File: src/rtl/factorial_seq_param.sv
// Sequential n! / n!! engine with one multiply per clock and a start/ready/done handshake.
// Latency: done pulses M+2 cycles after start is accepted (M = multiplies); ready again at M+3.
// Backpressure: start is taken only in IDLE; abort cancels an OP run; overflow errors or saturates.
module factorial_seq_param #(
  parameter int N_W      = 8,
  parameter int OUT_W    = 32,
  parameter int SAT_MODE = 0
) (
  input  logic             clk,
  input  logic             rst,
  input  logic             start,
  input  logic             mode,
  input  logic             abort,
  input  logic [N_W-1:0]   n,
  output logic [OUT_W-1:0] out,
  output logic             ready,
  output logic             busy,
  output logic             done,
  output logic             error,
  output logic             sat
);

  localparam logic [1:0] S_IDLE  = 2'd0;
  localparam logic [1:0] S_OP    = 2'd1;
  localparam logic [1:0] S_DONE  = 2'd2;
  localparam logic [1:0] S_ERROR = 2'd3;

  logic [1:0]           state;
  logic [OUT_W-1:0]     acc;
  logic [N_W-1:0]       cnt;
  logic [1:0]           step;
  logic                 sat_flag;

  logic [OUT_W+N_W-1:0] prod;
  logic                 ovf;
  logic [N_W:0]         cnt_dec;
  logic                 cnt_le1;

  // Full-width product so the upper N_W bits expose any overflow of the accumulator.
  always_comb begin
    prod    = {{N_W{1'b0}}, acc} * {{OUT_W{1'b0}}, cnt};
    ovf     = |prod[OUT_W+N_W-1:OUT_W];
    // One extra bit keeps the subtraction legal even when N_W is 1.
    cnt_dec = {1'b0, cnt} - (N_W+1)'(step);
    cnt_le1 = (cnt <= N_W'(1));
  end

  // State, accumulator, countdown and saturation latch.
  always_ff @(posedge clk) begin
    if (rst) begin
      state    <= S_IDLE;
      acc      <= '0;
      cnt      <= '0;
      step     <= 2'd1;
      sat_flag <= 1'b0;
    end else begin
      case (state)
        S_IDLE: begin
          sat_flag <= 1'b0;
          if (start) begin
            acc   <= OUT_W'(1);
            cnt   <= n;
            step  <= mode ? 2'd2 : 2'd1;
            state <= S_OP;
          end
        end
        S_OP: begin
          if (abort) begin
            // Partial product is left visible on out.
            state <= S_IDLE;
          end else if (cnt_le1) begin
            state <= S_DONE;
          end else if (ovf) begin
            if (SAT_MODE != 0) begin
              acc      <= '1;
              sat_flag <= 1'b1;
              state    <= S_DONE;
            end else begin
              // Keep the last partial product that still fit.
              state <= S_ERROR;
            end
          end else begin
            acc <= prod[OUT_W-1:0];
            cnt <= cnt_dec[N_W-1:0];
          end
        end
        S_DONE:  state <= S_IDLE;
        default: state <= S_IDLE;
      endcase
    end
  end

  // Status outputs decoded straight from the state register.
  always_comb begin
    out   = acc;
    ready = (state == S_IDLE);
    busy  = (state == S_OP);
    done  = (state == S_DONE) || (state == S_ERROR);
    error = (state == S_ERROR);
    sat   = (state == S_DONE) && sat_flag;
  end

endmodule

File: config.mk
export PLATFORM = sky130hd
export DESIGN_NAME = factorial_seq_param
export DESIGN_NICKNAME = d
export VERILOG_FILES = /design/src/rtl/factorial_seq_param.sv
export SDC_FILE = /design/constraint.sdc
export NUM_CORES = 1
export LEC_CHECK = 0
export ABC_CLOCK_PERIOD_IN_PS = 6890
export CAP_MARGIN = 20
export CORE_MARGIN = 2
export CORE_UTILIZATION = 60
export DETAILED_ROUTE_END_ITERATION = 8
export GPL_TIMING_DRIVEN = 0
export PLACE_DENSITY = 0.79
export SYNTH_ARGS = -nofsm -noshare
export SYNTH_HDL_FRONTEND = slang
export SYNTH_SLANG_ARGS = --single-unit
File: constraint.sdc
create_clock -name clk -period 6.89 [get_ports clk]
set_clock_uncertainty 0.05 [all_clocks]
set_input_delay 0.689 -clock clk [delete_from_list [all_inputs] [get_ports clk]]
set_output_delay 0.689 -clock clk [all_outputs]
set_load 0.1 [all_outputs]
After elaboration in Yosys (flattened, before gate mapping)
Index checks and enable logic that the tools add are counted.
{"block": "op_classes", "n_shift": 0, "add_sub_neg": 1, "eq_ne": 8, "multipliers": 1, "n_lt_le_gt_ge": 1, "div_mod_pow": 0, "reduce_logical": 7, "bitwise_logic": 0, "mux": 16}
{"op": "$mux 32", "count": 4}
{"op": "$pmux 32 s2", "count": 1}
{"op": "$mul 32x8->40", "count": 1}
{"op": "$mux 8", "count": 4}
{"op": "$pmux 8 s2", "count": 1}
{"op": "$mux 2", "count": 5}
{"op": "$le 8x1->1 const B", "count": 1}
{"op": "$ne 2x2->1 const B", "count": 4}
{"op": "$reduce_or 8->1", "count": 1}
{"op": "$sub 8x2->8", "count": 1}
{"op": "$reduce_and 5->1", "count": 1}
{"op": "$eq 2x2->1 const B", "count": 2}
{"op": "$ne 4x2->1 const B", "count": 1}
{"op": "$pmux 2 s2", "count": 1}
{"op": "$reduce_and 2->1", "count": 2}
{"op": "$eq 2x1->1 const B", "count": 1}
{"op": "$logic_not 2->1", "count": 1}
{"op": "$reduce_bool 2->1", "count": 1}
{"op": "$logic_or 1x1->1", "count": 1}
{"block": "totals", "mem_bits_rw": 0, "mem_bits_ro": 0, "latch_bits": 0, "input_bits": 13, "n_memories": 0, "ff_bits": 44, "out_inout_bits": 37}

Longest topological paths before layout
{"block": "depth", "depth_word": 6, "ltp_mapped": 25}

Worst setup path before layout
Ideal clock, no wire load.
{"block": "synth_timing", "path_kind": "flip-flop to flip-flop", "startpoint": "register acc[27] (netlist: out[27])", "endpoint": "register acc[11] (netlist: out[11])", "path_slack_ps": 739, "t_arrival_ps": 6015, "setup_time_ps": 85, "stages_incl_launch_ff": 21, "required_time_ps": 6755, "cell_sequence": "dfxtp_1 > clkbuf_1 > nand2_1 > fa_1 > inv_1 > fa_1 > fa_1 > fa_1 > ha_1 > clkbuf_1 > nand2_1 > or4_1 > o41a_1 > a21oi_1 > o22ai_1 > a211oi_2 > and3_1 > buf_2 > nor2_2 > buf_6 > o31ai_2"}
{"block": "synth_via", "elab_chain_cells": 4}
{"item": "start: declaration", "line_no": "29", "source": "logic [OUT_W-1:0] acc;"}
{"item": "start signal: assignment", "line_no": "83", "source": "acc <= prod[OUT_W-1:0];"}
{"item": "$mul 32x8->40", "line_no": "41", "source": "prod = {{N_W{1'b0}}, acc} * {{OUT_W{1'b0}}, cnt};"}
{"item": "$reduce_or 8->1", "line_no": "42", "source": "ovf = |prod[OUT_W+N_W-1:OUT_W];"}
{"item": "$ne 2x2->1 (no line)"}
{"item": "$reduce_and 5->1 (no line)"}
Every way passes these cells.
A chain may end at the register's enable or synchronous reset.

Final worst setup path
{"block": "layout_timing", "startpoint": "register cnt[3]", "endpoint": "register acc[27] (netlist: out[27])"}
{"block": "layout_via", "elab_chain_cells": 5, "elab_cells_between_ends": 10}
{"item": "start: declaration", "line_no": "30", "source": "logic [N_W-1:0] cnt;"}
{"item": "start signal: assignment", "line_no": "62", "source": "cnt <= n;"}
{"item": "start signal: assignment", "line_no": "84", "source": "cnt <= cnt_dec[N_W-1:0];"}
{"item": "$mul 32x8->40", "line_no": "41"}
{"item": "$mux 32", "line_no": "73", "source": "end else if (ovf) begin"}
{"item": "$mux 32", "line_no": "71", "source": "end else if (cnt_le1) begin"}
{"item": "$mux 32", "line_no": "68", "source": "if (abort) begin"}
{"item": "$pmux 32 s2", "line_no": "57", "source": "case (state)"}
Several ways; a longest one is shown, not always the timed one. The select of a mux whose other input is x is not followed.

==> impl_metrics.toml <==
[status]
status = "finished, final reports clean"

[yosys]
synthSimpleGateAreaFrac_pct = 24.7
synth_compound_area_share_pct = 12.1
synth_fa_ha_area_share_pct = 43.0
synth_top_family_by_area = "adder cells"
syn_nets = 1460
async_flop_share_pct = 0
synth-seq-cells = 44
synth_xor_area_share_pct = 2.74
synth_area_per_cell_um2 = 8.50
ys.flop_type = "dfxtp_1"
synth_seq_area_share_pct = 8.61
postSynthCellCount = 1204
syn-cell-area_mm2 = 0.0102
synth_warnings = 0
synth-edff-count = 0
synth_cell_types = 59
synth.mux.area_fraction_pct = 0

[finish]
n_fill_cell = 1429
drive_above_1_share_pct = 4.96
syn2layout_area_growth_pct = 9.73
final_nets = 1506
stdcell_count = 1472
post-route-cell-area_mm2 = 0.0112
final_util_pct = 67.5

[hold_path]
hp-start = "step[1]"
hp-class = "reg2reg"

[cts]
cts.sink_count = 44
holdBufCountCts = 0
cts_buffer_depth = 2
path_clk_slew_ns = 0.07
cts_root_buffer = "clkbuf_16"
clock_latency_ns = 0.29
htree_levels = 2
cts_made_buffers = 5
cts_tree = "done"

[worst_setup_path]
cp_max_fo = 10
critPathKind = "reg2reg"
required_ns = 6.98
cp_common_cell = "fa_1"
slowest_delay_ns = 0.60
end_kind = "register"
rr_worst_depth = 19
r2r-end = "out[27]"
r2r_setup_slack_ns = 0.22
startpoint = "cnt[3]"
cp_top_family = "adder cells"
crit_path_start_kind = "register"
reg2reg_from = "cnt[3]"
cp.buffers_inverters = 4
cp-endpoint = "out[27]"
cp_cell_sequence = "buf_2, nand2_1, fa_1, inv_1, fa_1, fa_1, fa_1, ha_1, clkbuf_1, nand2_1, or4_1, o41a_1, a21oi_1, o22ai_1, a211oi_2, nand3_2, clkbuf_1, nand3_1, a21oi_1"
path_depth = 19
cp.arrival_ns = 6.76
critPathSlowestCell = "fa_1"

[route]
antenna_left = 0
vias = 9016
wire_per_inst_um = 20.6
vias_per_cell = 6.13
drc = 0
drt-total-wl_um = 30300
drt_iter0_markers = 714
first_pass_iters = 6

[sta]
tightest_slew_ns = 0.975
setup_slack_ns = 0.225
relSlewSlack_pct = 34.8
rsz0062_at_grt = "no"
min_period_over_period_pct = 96.7
hold_viol = 0
tns_ns = 0
setup_viol = 0
min_period_ns = 6.67
drv_slew = 0
max_freq_mhz = 150

[grt]
track_usage_pct = 34.8
grt_pass1_vias = 9411
grt_pass1_wl_um = 49000
grt_max_degree = 14
grt_overflow = 0
antenna_found_initial = 2

[die]
die_x_um = 135
die_h_um = 135
die_area_mm2 = 0.0181
start_util_pct = 61.5
num_rows = 47
num_io_pins = 50
core_region_area_mm2 = 0.0166

[power_and_ir_drop]
p_leak_nw = 5.44
ir_worst_vdd_uv = 138
power_density_mw_per_mm2 = 95.4

[placed_design]
dp_worst_setup_slack_ns = -0.432
placed_cells = 1471
place_congestion = 0.977
place_area_mm2 = 0.0110
io_buffers = 47
dpl.hpwl_um = 23700

[flow_run]
cap_viol_max_count = 0
[registers in the layout (all words and copies together), names as in the netlist]
name   flops
cnt        8
out       32
state      2
step       2
[cells in the final DEF (no fill, tap or decap), types with 6 or more instances in the layout]
master	n
fa_1	181
nor2_1	33
inv_1	167
xor2_1	10
and2_1	212
o21a_1	6
a211oi_1	7
xnor2_1	22
nand4_1	22
o31ai_2	10
ha_1	62
clkbuf_4	7
dfxtp_1	39
nand2b_1	6
a21o_1	14
clkbuf_1	38
a31oi_1	10
buf_2	6
nor3_1	14
and3_1	13
or3_1	6
nand2_1	96
nand3_1	47
o21ai_0	20
clkdlybuf4s50_1	47
clkbuf_2	9
a21oi_1	64
[tightest hold or removal path, cell delays in order (launching register included)]
cell and delay (ns):
dfxtp_1 0.34, nand2_1 0.07, a21oi_1 0.05
[synth_stat cells (all sizes together), types with 13 or more instances]
library cell  count  area (um^2)
and2            212         1330
fa              181         3620
inv             167          627
nand2            96          360
a21oi            66          330
clkbuf           63          236
ha               62          776
nand3            48          240
dfxtp            44          881
nor2             34          130
o21ai            23          115
nand4            22          138
xnor2            22          193
o31ai            15          163
a21o             14          105
nor3             14         70.1
and3             13         81.3
[per-layer routing]
metal | global-route usage (%) | up-vias | wire length [um]
li1 | - | 3980 | -
met4 | 13.1 | 2 | 1380
met2 | 59.2 | 439 | 14600
met1 | 45.7 | 4490 | 11800
met5 | 0 | - | 11
met3 | 4.20 | 105 | 2500
[power breakdown]
group	switching, mW	total (mW)	internal, mW	leakage [nW]
combinational	0.344	0.445	0.101	4.99
clock	0.111	0.317	0.206	0.0899
sequential	0.0402	0.310	0.270	0.359
total	0.495	1.07	0.577	5.44
[cell families (layout without fill, tap and decap cells)]
logic type,count (synthesis),after routing
AO/OA/AOI/OAI,181,181
XOR/XNOR,32,32
adder cells (fa/ha/maj),243,243
buffers and inverters,238,284
flip-flops,44,44
other,1,3
AND/OR/NAND/NOR,465,465
[metrics by stage]
| step | hold WS, ns | power (mW) |
|---|---|---|
| detailed placement | 0.447 | 0.731 |
| CTS | 0.460 | 1.05 |
| floorplan | 0.414 | 0.542 |
| global route | 0.485 | 1.10 |
| finish | 0.459 | 1.07 |
| global placement | 0.438 | 0.728 |
[cell type report]
cell class                 count  area (um^2)  area share (%)
antenna                        2         5.00          0.0446
buffer                        62          289            2.57
clock buffer                   5          125            1.11
clock inverter                 2         60.1           0.535
inverter                     168          631            5.61
multi-input combinational    922         8490            75.6
sequential                    44          887            7.90
tap                          220          275            2.45
timing repair buffer          47          470            4.19
[how the worst min path moves through the flow]
stage / slack (ns) / to / cells past startpoint
final: 0.46 / step[1] / 2
after global routing: 0.48 / step[1] / 2
after CTS: 0.46 / step[1] / 2
after detailed placement: 0.45 / step[0] / 2
after global placement: 0.44 / step[1] / 2
after floorplan: 0.41 / step[0] / 2
[repair_timing]
item	in CTS	in global routing
endpoints found under the setup margin	38	39
setup buffers	0	0
gates cloned	0	0
resized for setup	21	27
Note: power is estimated with default switching activity, not from simulation.
